**src/rtl/cpu_pkg.sv**
```systemverilog
// Shared definitions for the 8-bit CPU: opcode map, fetch FSM states and default widths.
package cpu_pkg;

    localparam int DEFAULT_ADDR_W = 8;

    localparam logic [3:0] OP_NOP = 4'h0;
    localparam logic [3:0] OP_ADD = 4'h1;
    localparam logic [3:0] OP_SUB = 4'h2;
    localparam logic [3:0] OP_AND = 4'h3;
    localparam logic [3:0] OP_OR  = 4'h4;
    localparam logic [3:0] OP_SHL = 4'h5;
    localparam logic [3:0] OP_SHR = 4'h6;
    localparam logic [3:0] OP_XOR = 4'h7;
    localparam logic [3:0] OP_HLT = 4'hF;

    typedef enum logic [2:0] {
        ST_IDLE   = 3'd0,
        ST_REQ    = 3'd1,
        ST_DRAIN  = 3'd2,
        ST_HOLD   = 3'd3,
        ST_HALTED = 3'd4
    } fetch_state_e;

endpackage

```
**src/rtl/pc_reg.sv**
```systemverilog
// Program counter register: load has priority over increment; increment wraps at the top address.
module pc_reg
    import cpu_pkg::*;
#(
    parameter int                ADDR_W   = DEFAULT_ADDR_W,
    parameter logic [ADDR_W-1:0] RESET_PC = {ADDR_W{1'b0}}
) (
    input  logic              clk,
    input  logic              rst_n,
    input  logic              load_i,
    input  logic [ADDR_W-1:0] load_val_i,
    input  logic              inc_i,
    output logic [ADDR_W-1:0] pc_o,
    output logic [ADDR_W-1:0] pc_next_o
);

    logic [ADDR_W-1:0] pc_q;
    logic [ADDR_W-1:0] pc_d;

    // Next PC selection.
    always_comb begin
        pc_d = pc_q;
        if (load_i) begin
            pc_d = load_val_i;
        end else if (inc_i) begin
            pc_d = pc_q + {{(ADDR_W-1){1'b0}}, 1'b1};
        end else begin
            pc_d = pc_q;
        end
    end

    // PC state register.
    always_ff @(posedge clk or negedge rst_n) begin
        if (!rst_n) begin
            pc_q <= RESET_PC;
        end else begin
            pc_q <= pc_d;
        end
    end

    assign pc_o      = pc_q;
    assign pc_next_o = pc_d;

endmodule

```
**src/rtl/instruction_fetch.sv**
```systemverilog
// Fetch stage: drives instruction memory, latches the returned byte and hands it to the
// decoder over valid/ready, with branch redirect and HLT stop.
module instruction_fetch
    import cpu_pkg::*;
#(
    parameter int                ADDR_W     = DEFAULT_ADDR_W,
    parameter logic [ADDR_W-1:0] RESET_PC   = {ADDR_W{1'b0}},
    parameter logic [3:0]        HLT_OPCODE = OP_HLT
) (
    input  logic              clk,
    input  logic              rst_n,
    output logic              imem_req,
    output logic [ADDR_W-1:0] imem_addr,
    input  logic [7:0]        imem_rdata,
    input  logic              imem_valid,
    output logic [7:0]        instr_out,
    output logic              instr_valid,
    input  logic              instr_ready,
    output logic [ADDR_W-1:0] pc_out,
    input  logic              branch_taken,
    input  logic [ADDR_W-1:0] branch_target,
    output logic              halted
);

    fetch_state_e      state_q, state_d;
    logic              pc_load_s, pc_inc_s;
    logic [ADDR_W-1:0] pc_s, pc_next_s;
    logic [ADDR_W-1:0] addr_q, addr_d;
    logic [7:0]        instr_q, instr_d;
    logic [ADDR_W-1:0] pc_out_q, pc_out_d;
    logic              req_q, valid_q, halted_q;

    pc_reg #(
        .ADDR_W   (ADDR_W),
        .RESET_PC (RESET_PC)
    ) u_pc_reg (
        .clk        (clk),
        .rst_n      (rst_n),
        .load_i     (pc_load_s),
        .load_val_i (branch_target),
        .inc_i      (pc_inc_s),
        .pc_o       (pc_s),
        .pc_next_o  (pc_next_s)
    );

    // Next-state, PC control and instruction capture.
    always_comb begin
        state_d   = state_q;
        pc_load_s = 1'b0;
        pc_inc_s  = 1'b0;
        instr_d   = instr_q;
        pc_out_d  = pc_out_q;
        case (state_q)
            ST_IDLE: begin
                pc_load_s = branch_taken;
                state_d   = ST_REQ;
            end
            ST_REQ: begin
                if (branch_taken) begin
                    pc_load_s = 1'b1;
                    state_d   = imem_valid ? ST_REQ : ST_DRAIN;
                end else if (imem_valid) begin
                    instr_d  = imem_rdata;
                    pc_out_d = pc_s;
                    state_d  = ST_HOLD;
                end else begin
                    state_d = ST_REQ;
                end
            end
            ST_DRAIN: begin
                pc_load_s = branch_taken;
                state_d   = imem_valid ? ST_REQ : ST_DRAIN;
            end
            ST_HOLD: begin
                // A redirect squashes the held instruction, including a pending HLT.
                if (branch_taken) begin
                    pc_load_s = 1'b1;
                    state_d   = ST_REQ;
                end else if (instr_ready) begin
                    pc_inc_s = 1'b1;
                    state_d  = (instr_q[7:4] == HLT_OPCODE) ? ST_HALTED : ST_REQ;
                end else begin
                    state_d = ST_HOLD;
                end
            end
            ST_HALTED: begin
                state_d = ST_HALTED;
            end
            default: begin
                state_d = ST_IDLE;
            end
        endcase
    end

    // The fetch address only moves when a fresh request starts; DRAIN keeps the old one.
    always_comb begin
        if (state_d == ST_REQ) begin
            addr_d = pc_next_s;
        end else begin
            addr_d = addr_q;
        end
    end

    // State and registered output stage.
    always_ff @(posedge clk or negedge rst_n) begin
        if (!rst_n) begin
            state_q  <= ST_IDLE;
            addr_q   <= RESET_PC;
            instr_q  <= 8'h00;
            pc_out_q <= RESET_PC;
            req_q    <= 1'b0;
            valid_q  <= 1'b0;
            halted_q <= 1'b0;
        end else begin
            state_q  <= state_d;
            addr_q   <= addr_d;
            instr_q  <= instr_d;
            pc_out_q <= pc_out_d;
            req_q    <= (state_d == ST_REQ) || (state_d == ST_DRAIN);
            valid_q  <= (state_d == ST_HOLD);
            halted_q <= (state_d == ST_HALTED);
        end
    end

    assign imem_req    = req_q;
    assign imem_addr   = addr_q;
    assign instr_out   = instr_q;
    assign instr_valid = valid_q;
    assign pc_out      = pc_out_q;
    assign halted      = halted_q;

endmodule

```
**config.mk**
```make
export PLATFORM = sky130hd
export DESIGN_NAME = instruction_fetch
export DESIGN_NICKNAME = d
export VERILOG_FILES = /design/src/rtl/cpu_pkg.sv /design/src/rtl/pc_reg.sv /design/src/rtl/instruction_fetch.sv
export SDC_FILE = /design/constraint.sdc
export NUM_CORES = 1
export LEC_CHECK = 0
export CAP_MARGIN = 40
export CORE_ASPECT_RATIO = 1.1
export CORE_MARGIN = 3
export CORE_UTILIZATION = 35
export DETAILED_ROUTE_END_ITERATION = 8
export GPL_ROUTABILITY_DRIVEN = 0
export HOLD_SLACK_MARGIN = 0.06
export PLACE_DENSITY = 0.71
export SYNTH_ARGS = -nofsm -noshare
export SYNTH_HDL_FRONTEND = slang
export SYNTH_SLANG_ARGS = --single-unit
```
**constraint.sdc**
```tcl
create_clock -name clk -period 2.16 [get_ports clk]
set_input_delay 0.216 -clock clk [delete_from_list [all_inputs] [get_ports clk]]
set_output_delay 0.216 -clock clk [all_outputs]
set_load 0.01 [all_outputs]
```
==> metrics.txt <==
via count 1258; Crit-path slowest cell dfrtp_1; critical path required time 2340 ps; Final Instance Area 0.002407 mm2; syn_nets roughly 160; Final Max Tran Viols 0; fin worst setup slack 235.4 ps; Hold WS 342.8 ps; status finished, final reports clean; fraction of layout cells with a size suffix above 1 0.2169; CTS H-tree depth 2; Max Clk Rate 519.6 MHz; top_reg_cell synth dfrtp_1; Die Span X 72.95 um; Leakage roughly 0.95 nW; Seq/Total Area, Yosys 0.5511; initial antenna violation count 0; Slew headroom 0.6452; startpoint types flop; top post-synthesis cells by area dfrtp_1 (55%), mux2_2 (14%), a31oi_1 (2.2%); Synth Cell Area 0.001725 mm2; post-CTS setup buffer count 0; IO Pins 48; worst-margin pin slew 532.1 ps; DP Worst Slack -78.70 ps; first-pass GRT wire length 6.313 mm; Yosys cell types 34; largest area contributor in the netlist dfrtp_1; reg2reg start state_q[0]$_DFF_PN0_; fin crit share 0.8910; slowest cell delay on critical path ~530 ps; row cnt 26; post-route minimum period 1925 ps; WP buf/inv 0; CP max FO 10; Vias per Instance between 5 and 6; Worst Setup End Kind flop; synthesis-stage register bit count 38; async set or reset register ratio after synthesis 1.000; clock-pin slew on the worst setup and hold paths 80 ps; n_diodes 0; Post-synth top cells dfrtp_1 (38), mux2_2 (22), nor2_1 (9); clk sinks 38; maximum clock insertion buffer count 2; first-iteration detailed-routing DRC count between 40 and 50; Synth-to-Final Area Change 39.52%; CP top delay family compound AO/OA/AOI/OAI gates; Peak VDD IR 690.2 uV; Worst Hold Class input pin to async pin; largest net degree at the start of global routing 39; gr usage total 0.1433; final wirelength 3.744 mm; wire length per cell 15.28 um; DP HPWL 2.784 mm; Finished Layout Cells 245; gr ovfl total 0; CTS resizes 0; final setup vio count 0; Synth Warn # 0; Initial Util 0.3658; most common cell in the netlist dfrtp_1; core box area 0.004717 mm2; Die Ht 79.64 um; cell breakdown of the critical path and3b_1, a211o_1, a21oi_4, mux2_2; Post-DRT Antenna Nets 0; Pre-antenna DRT Iters 4; CTS tree built; CTS buffer count 5; number of global-route vias before repair 1356; Post-Synthesis Cells 133; Fin. Hold Viols 0; Critical Path AT 2100 ps; top cell type's share of synthesized area 0.5511; DRC 0; Root Driver clkbuf_8; Final Net Count ~210; Pwr Density roughly 1300 mW/mm2; RSZ-0062 raised after global routing false; Setup Skew between 7 and 8 ps; Skew-Pair Late Insertion Delay 290 ps; Port Buf Inserts 47; crit path launch state_q[0]$_DFF_PN0_; dpl cells 237; number of flops mapped to enable cells by yosys 0; die area 0.005809 mm2; critical path class flop to flop; # hold bufs at CTS 0; Syn Area/Cell 12.97 um2; Max Cap Viol 0; placed inst area 0.002298 mm2
layout make-up:
| type | count | area (um2) |
|---|---|---|
| repair buffers | 53 | 515.5 |
| clock buffers | 5 | 68.82 |
| flip-flops and latches | 38 | 950.9 |
| fillers | 406 | 2310 |
| clock inverters | 3 | 40.04 |
| multi-input cells | 88 | 754.5 |
| well taps | 56 | 70.07 |
| inverters | 2 | 7.507 |
power breakdown:
| part | total [mW] | switching, mW | internal (mW) | leakage [nW] |
|---|---|---|---|---|
| registers | 1.22 | 0.220 | 0.996 | 0.439 |
| clock network | 0.586 | 0.246 | 0.340 | 0.0579 |
| logic | 1.33 | 0.518 | 0.808 | 0.453 |
layer usage:
layer,wire length [um],vias up,GRT usage
met2,1874,40,0.2545
met5,0,-,0
met1,1501,603,0.1502
met3,322,6,0.06297
li1,-,609,-
met4,46,0,0.04428
cell families after synthesis:
family | share of synthesized area
AND/OR/NAND/NOR | 0.1458
multiplexers | 0.1566
XOR/XNOR | 0.005077
AO/OA/AOI/OAI | 0.09936
buffers and inverters | 0.02031
flip-flops | 0.5511
adder cells (fa/ha/maj) | 0.02176
through the flow:
step	TNS (ps)	util	total power, mW
after floorplan	0	-	1.863
after global placement	0	0.4873	2.530
after detailed placement	-531.9	0.4873	2.580
after CTS	0	0.5103	3.177
after global routing	0	0.5103	3.331
final	0	0.5103	3.128
state kept, by name, summed over array words and instances, names as in the netlist:
name and count:
instr_out 8, imem_addr 8, state_q 3, pc_out 8, u_pc_reg.pc_o 8, imem_req 1, instr_valid 1, halted 1
final timing paths:
check                           cells after the start  slack [ps]                       end
worst max-delay path                                4         240  imem_addr[0]$_DFFE_PN0N_
worst min-delay path                                2         340  instr_out[6]$_DFFE_PN0P_
worst max register to register                      4         240  imem_addr[0]$_DFFE_PN0N_
worst min register to register                      1         500  imem_addr[5]$_DFFE_PN0N_
max in group asynchronous                           2        1490  imem_addr[4]$_DFFE_PN0N_
min in group clk                                    1         500  imem_addr[5]$_DFFE_PN0N_
layout by cell type, fill, tap and decap left out, types with 4 or more instances in the layout:
master and n:
mux2_2 22, a31oi_1 6, clkbuf_8 5, o21ai_0 6
dfrtp_1 38, buf_4 6, clkdlybuf4s50_1 47, nand4_1 5
or3_1 4, nor2_1 9
Power figures use the tool's default switching activity.
==> RTL change: new RTL, config.mk and constraints unchanged <==
Add an input register stage for `branch_target`; this delays it by one clock. The other inputs are not delayed to match.
--- a/src/rtl/instruction_fetch.sv
+++ b/src/rtl/instruction_fetch.sv
@@ -24,2 +24,8 @@
 
+    logic [ADDR_W-1:0] branch_target_q;
+
+    always_ff @(posedge clk) begin
+        branch_target_q <= branch_target;
+    end
+
     fetch_state_e      state_q, state_d;
@@ -39,3 +45,3 @@
         .load_i     (pc_load_s),
-        .load_val_i (branch_target),
+        .load_val_i (branch_target_q),
         .inc_i      (pc_inc_s),
Check against the original RTL: not equivalent (a bounded check fails within 4 cycles, from zero or initial values and one cycle with rst_n low).
==> RTL change against the original RTL <==
  * Sequential cell count up 8
  * Critical path depth up 3
  * Global-route usage is 0.89 points lower
  * Setup slack gained 88 ps
  * Synthesized area up 8.4%
  * Wire length up 0.59%
  * Sequential share of layout area rose by 2.7 points
  * Design area increased by 9.3%
  * Core utilization rose by 0.52 points
  * Count of clock-buffer cells in the layout unchanged
  * Total power increased by 7.7%
  * Combinational power grew 4%
  * Via count grew 6.9%
==> RTL change: results (changes against the original RTL) <==
================================================================================
Reg2reg setup slack ...............................................       350 ps   +110 ps
Area fraction in compound gates after synthesis ...................       9.164%   -0.77 points
Routed length on met1 .............................................      1659 µm   +11%
Drt wl/cell .......................................................     13.64 µm   -11%
Measured slew at the worst slew-check pin .........................     825.9 ps   +293.7 ps
Clk Tree Root Cell ................................................ sky130_fd_sc_hd__clkbuf_8
Share of synthesized area spent on multiplexers ...................       14.45%   -1.2 points
Met3 wirelength from detailed routing .............................       265 µm   -18%
Post-synthesis sequential area ratio ..............................       59.40%   +4.3 points
Capture point of the critical path ................................ imem_addr[3]
Ratio of cells with drive above 1 in the final layout .............       20.59%   -1.1 points
Worst Skew ........................................................     8.427 ps   +0.9050 ps
CP Launch Point ................................................... branch_taken
Leak pwr ..........................................................     1.055 nW   +11%
Net count of the finished layout ..................................          227   +7.1%
Area contributors post-synth ...................................... sky130_fd_sc_hd__dfrtp_1, sky130_fd_sc_hd__mux2_2, sky130_fd_sc_hd__dfxtp_1, sky130_fd_sc_hd__mux2_1, sky130_fd_sc_hd__ha_1
Kind of cell adding the most delay to the critical path ........... buffers and inverters
Minimum setup slack after placement ...............................     2.224 ps   +80.93 ps
FF-to-FF path depth ...............................................            5   +1
Final worst-path cycle share ......................................       85.01%   -4.1 points
Routed wl met2 ....................................................      1799 µm   -4.0%
Worst hold path class .............................................    in -> reg
DRC violations left ...............................................            0   unchanged
Synth top cells by count .......................................... sky130_fd_sc_hd__dfrtp_1, sky130_fd_sc_hd__mux2_2, sky130_fd_sc_hd__dfxtp_1, sky130_fd_sc_hd__nor2_1, sky130_fd_sc_hd__mux2_1
Worst vdd rail ir drop ............................................     641.9 µV   -7.0%
Count of filler cells inserted in the layout ......................          463   +14%
Synth unique cells ................................................           37   +8.8%
Post-CTS setup buffer count .......................................            0   unchanged
Largest stage delay on the critical path ..........................       500 ps   -30 ps
Highest-delay cell along the critical path ........................ sky130_fd_sc_hd__clkdlybuf4s50_1
Starting DRT DRC Count ............................................           42   -13%
Global routing usage summed across all routing layers .............       13.45%   -0.89 points
Share of the synthesized netlist area taken by xor and xnor gates .      0.4682%   -0.039 points
Outcome ........................................................... finished, final reports clean
Synth async-reset ratio ...........................................       82.61%   -17 points
Clk buf depth .....................................................            2   unchanged
Peak fanout along the critical path ...............................            8   -2
Quantity of gates resized following cts ...........................            0   unchanged
Vias per cell .....................................................        4.873   -5.1%
DPL Wire Length ...................................................      2723 µm   -2.2%
Wire length of the first global-routing pass ......................      6348 µm   +0.55%
Number of global-route vias before repair .........................        1,378   +1.6%
Capture point of the worst reg-to-reg path ........................ imem_addr[6]
Net count of the mapped netlist ...................................          167   +6.4%
Adder-cell share of the synthesized area ..........................       2.007%   -0.17 points
Arrival time at the worst endpoint ................................      2020 ps   -80 ps
================================================================================
RTL change: cell count changes after synthesis, moves of 3 or more:
cell	delta
sky130_fd_sc_hd__nand2_1	+3
sky130_fd_sc_hd__a31oi_1	-3
sky130_fd_sc_hd__mux2_2	-4
sky130_fd_sc_hd__dfxtp_1	+8
sky130_fd_sc_hd__mux2_1	+4
RTL change: through the flow:
step	area, µm²	cells	hold slack [ps]
global placement	2507	267	356.1
finish	2630	276	352.3
floorplan	1871	143	-79.59
detailed placement	2507	267	373.3
CTS	2630	276	346.5
global route	2630	276	331.9
RTL change: cell families after synthesis:
group	count (synthesis)
flip-flops	46
multiplexers	24
AND/OR/NAND/NOR	38
buffers and inverters	9
AO/OA/AOI/OAI	22
XOR/XNOR	1
adder cells (fa/ha/maj)	3
RTL change: worst reg2reg max path, delay by kind of cell (launching register included):
family,cells,cell delay [ps]
simple gates,2,630
buf+inv,1,190
compound gates,1,230
mux,1,190
flops,1,520
RTL change: layout make-up:
class	instances	share of cell area [%]
repair buffers	59	21.69
clock inverters	3	1.665
well taps	72	3.425
flip-flops and latches	46	42.25
multi-input cells	88	27.93
clock buffers	5	2.617
inverters	3	0.4282
RTL change: where the power goes:
| group | total [mW] | internal [mW] | switching [mW] | leakage (nW) |
|---|---|---|---|---|
| Clock | 0.642 | 0.347 | 0.295 | 0.0585 |
| Combinational | 1.38 | 0.855 | 0.521 | 0.484 |
| Sequential | 1.35 | 1.15 | 0.201 | 0.513 |
RTL change: what timing repair did:
item,CTS,global route
hold buffers,1,0
endpoints found under the hold margin,38,0
endpoints found under the setup margin,0,0
RTL change: layer usage:
metal  GRT usage (%)  up-vias
li1                -      651
met4           3.671        0
met5               0        -
met3           4.964        6
met2           21.85       45
met1           16.74      643
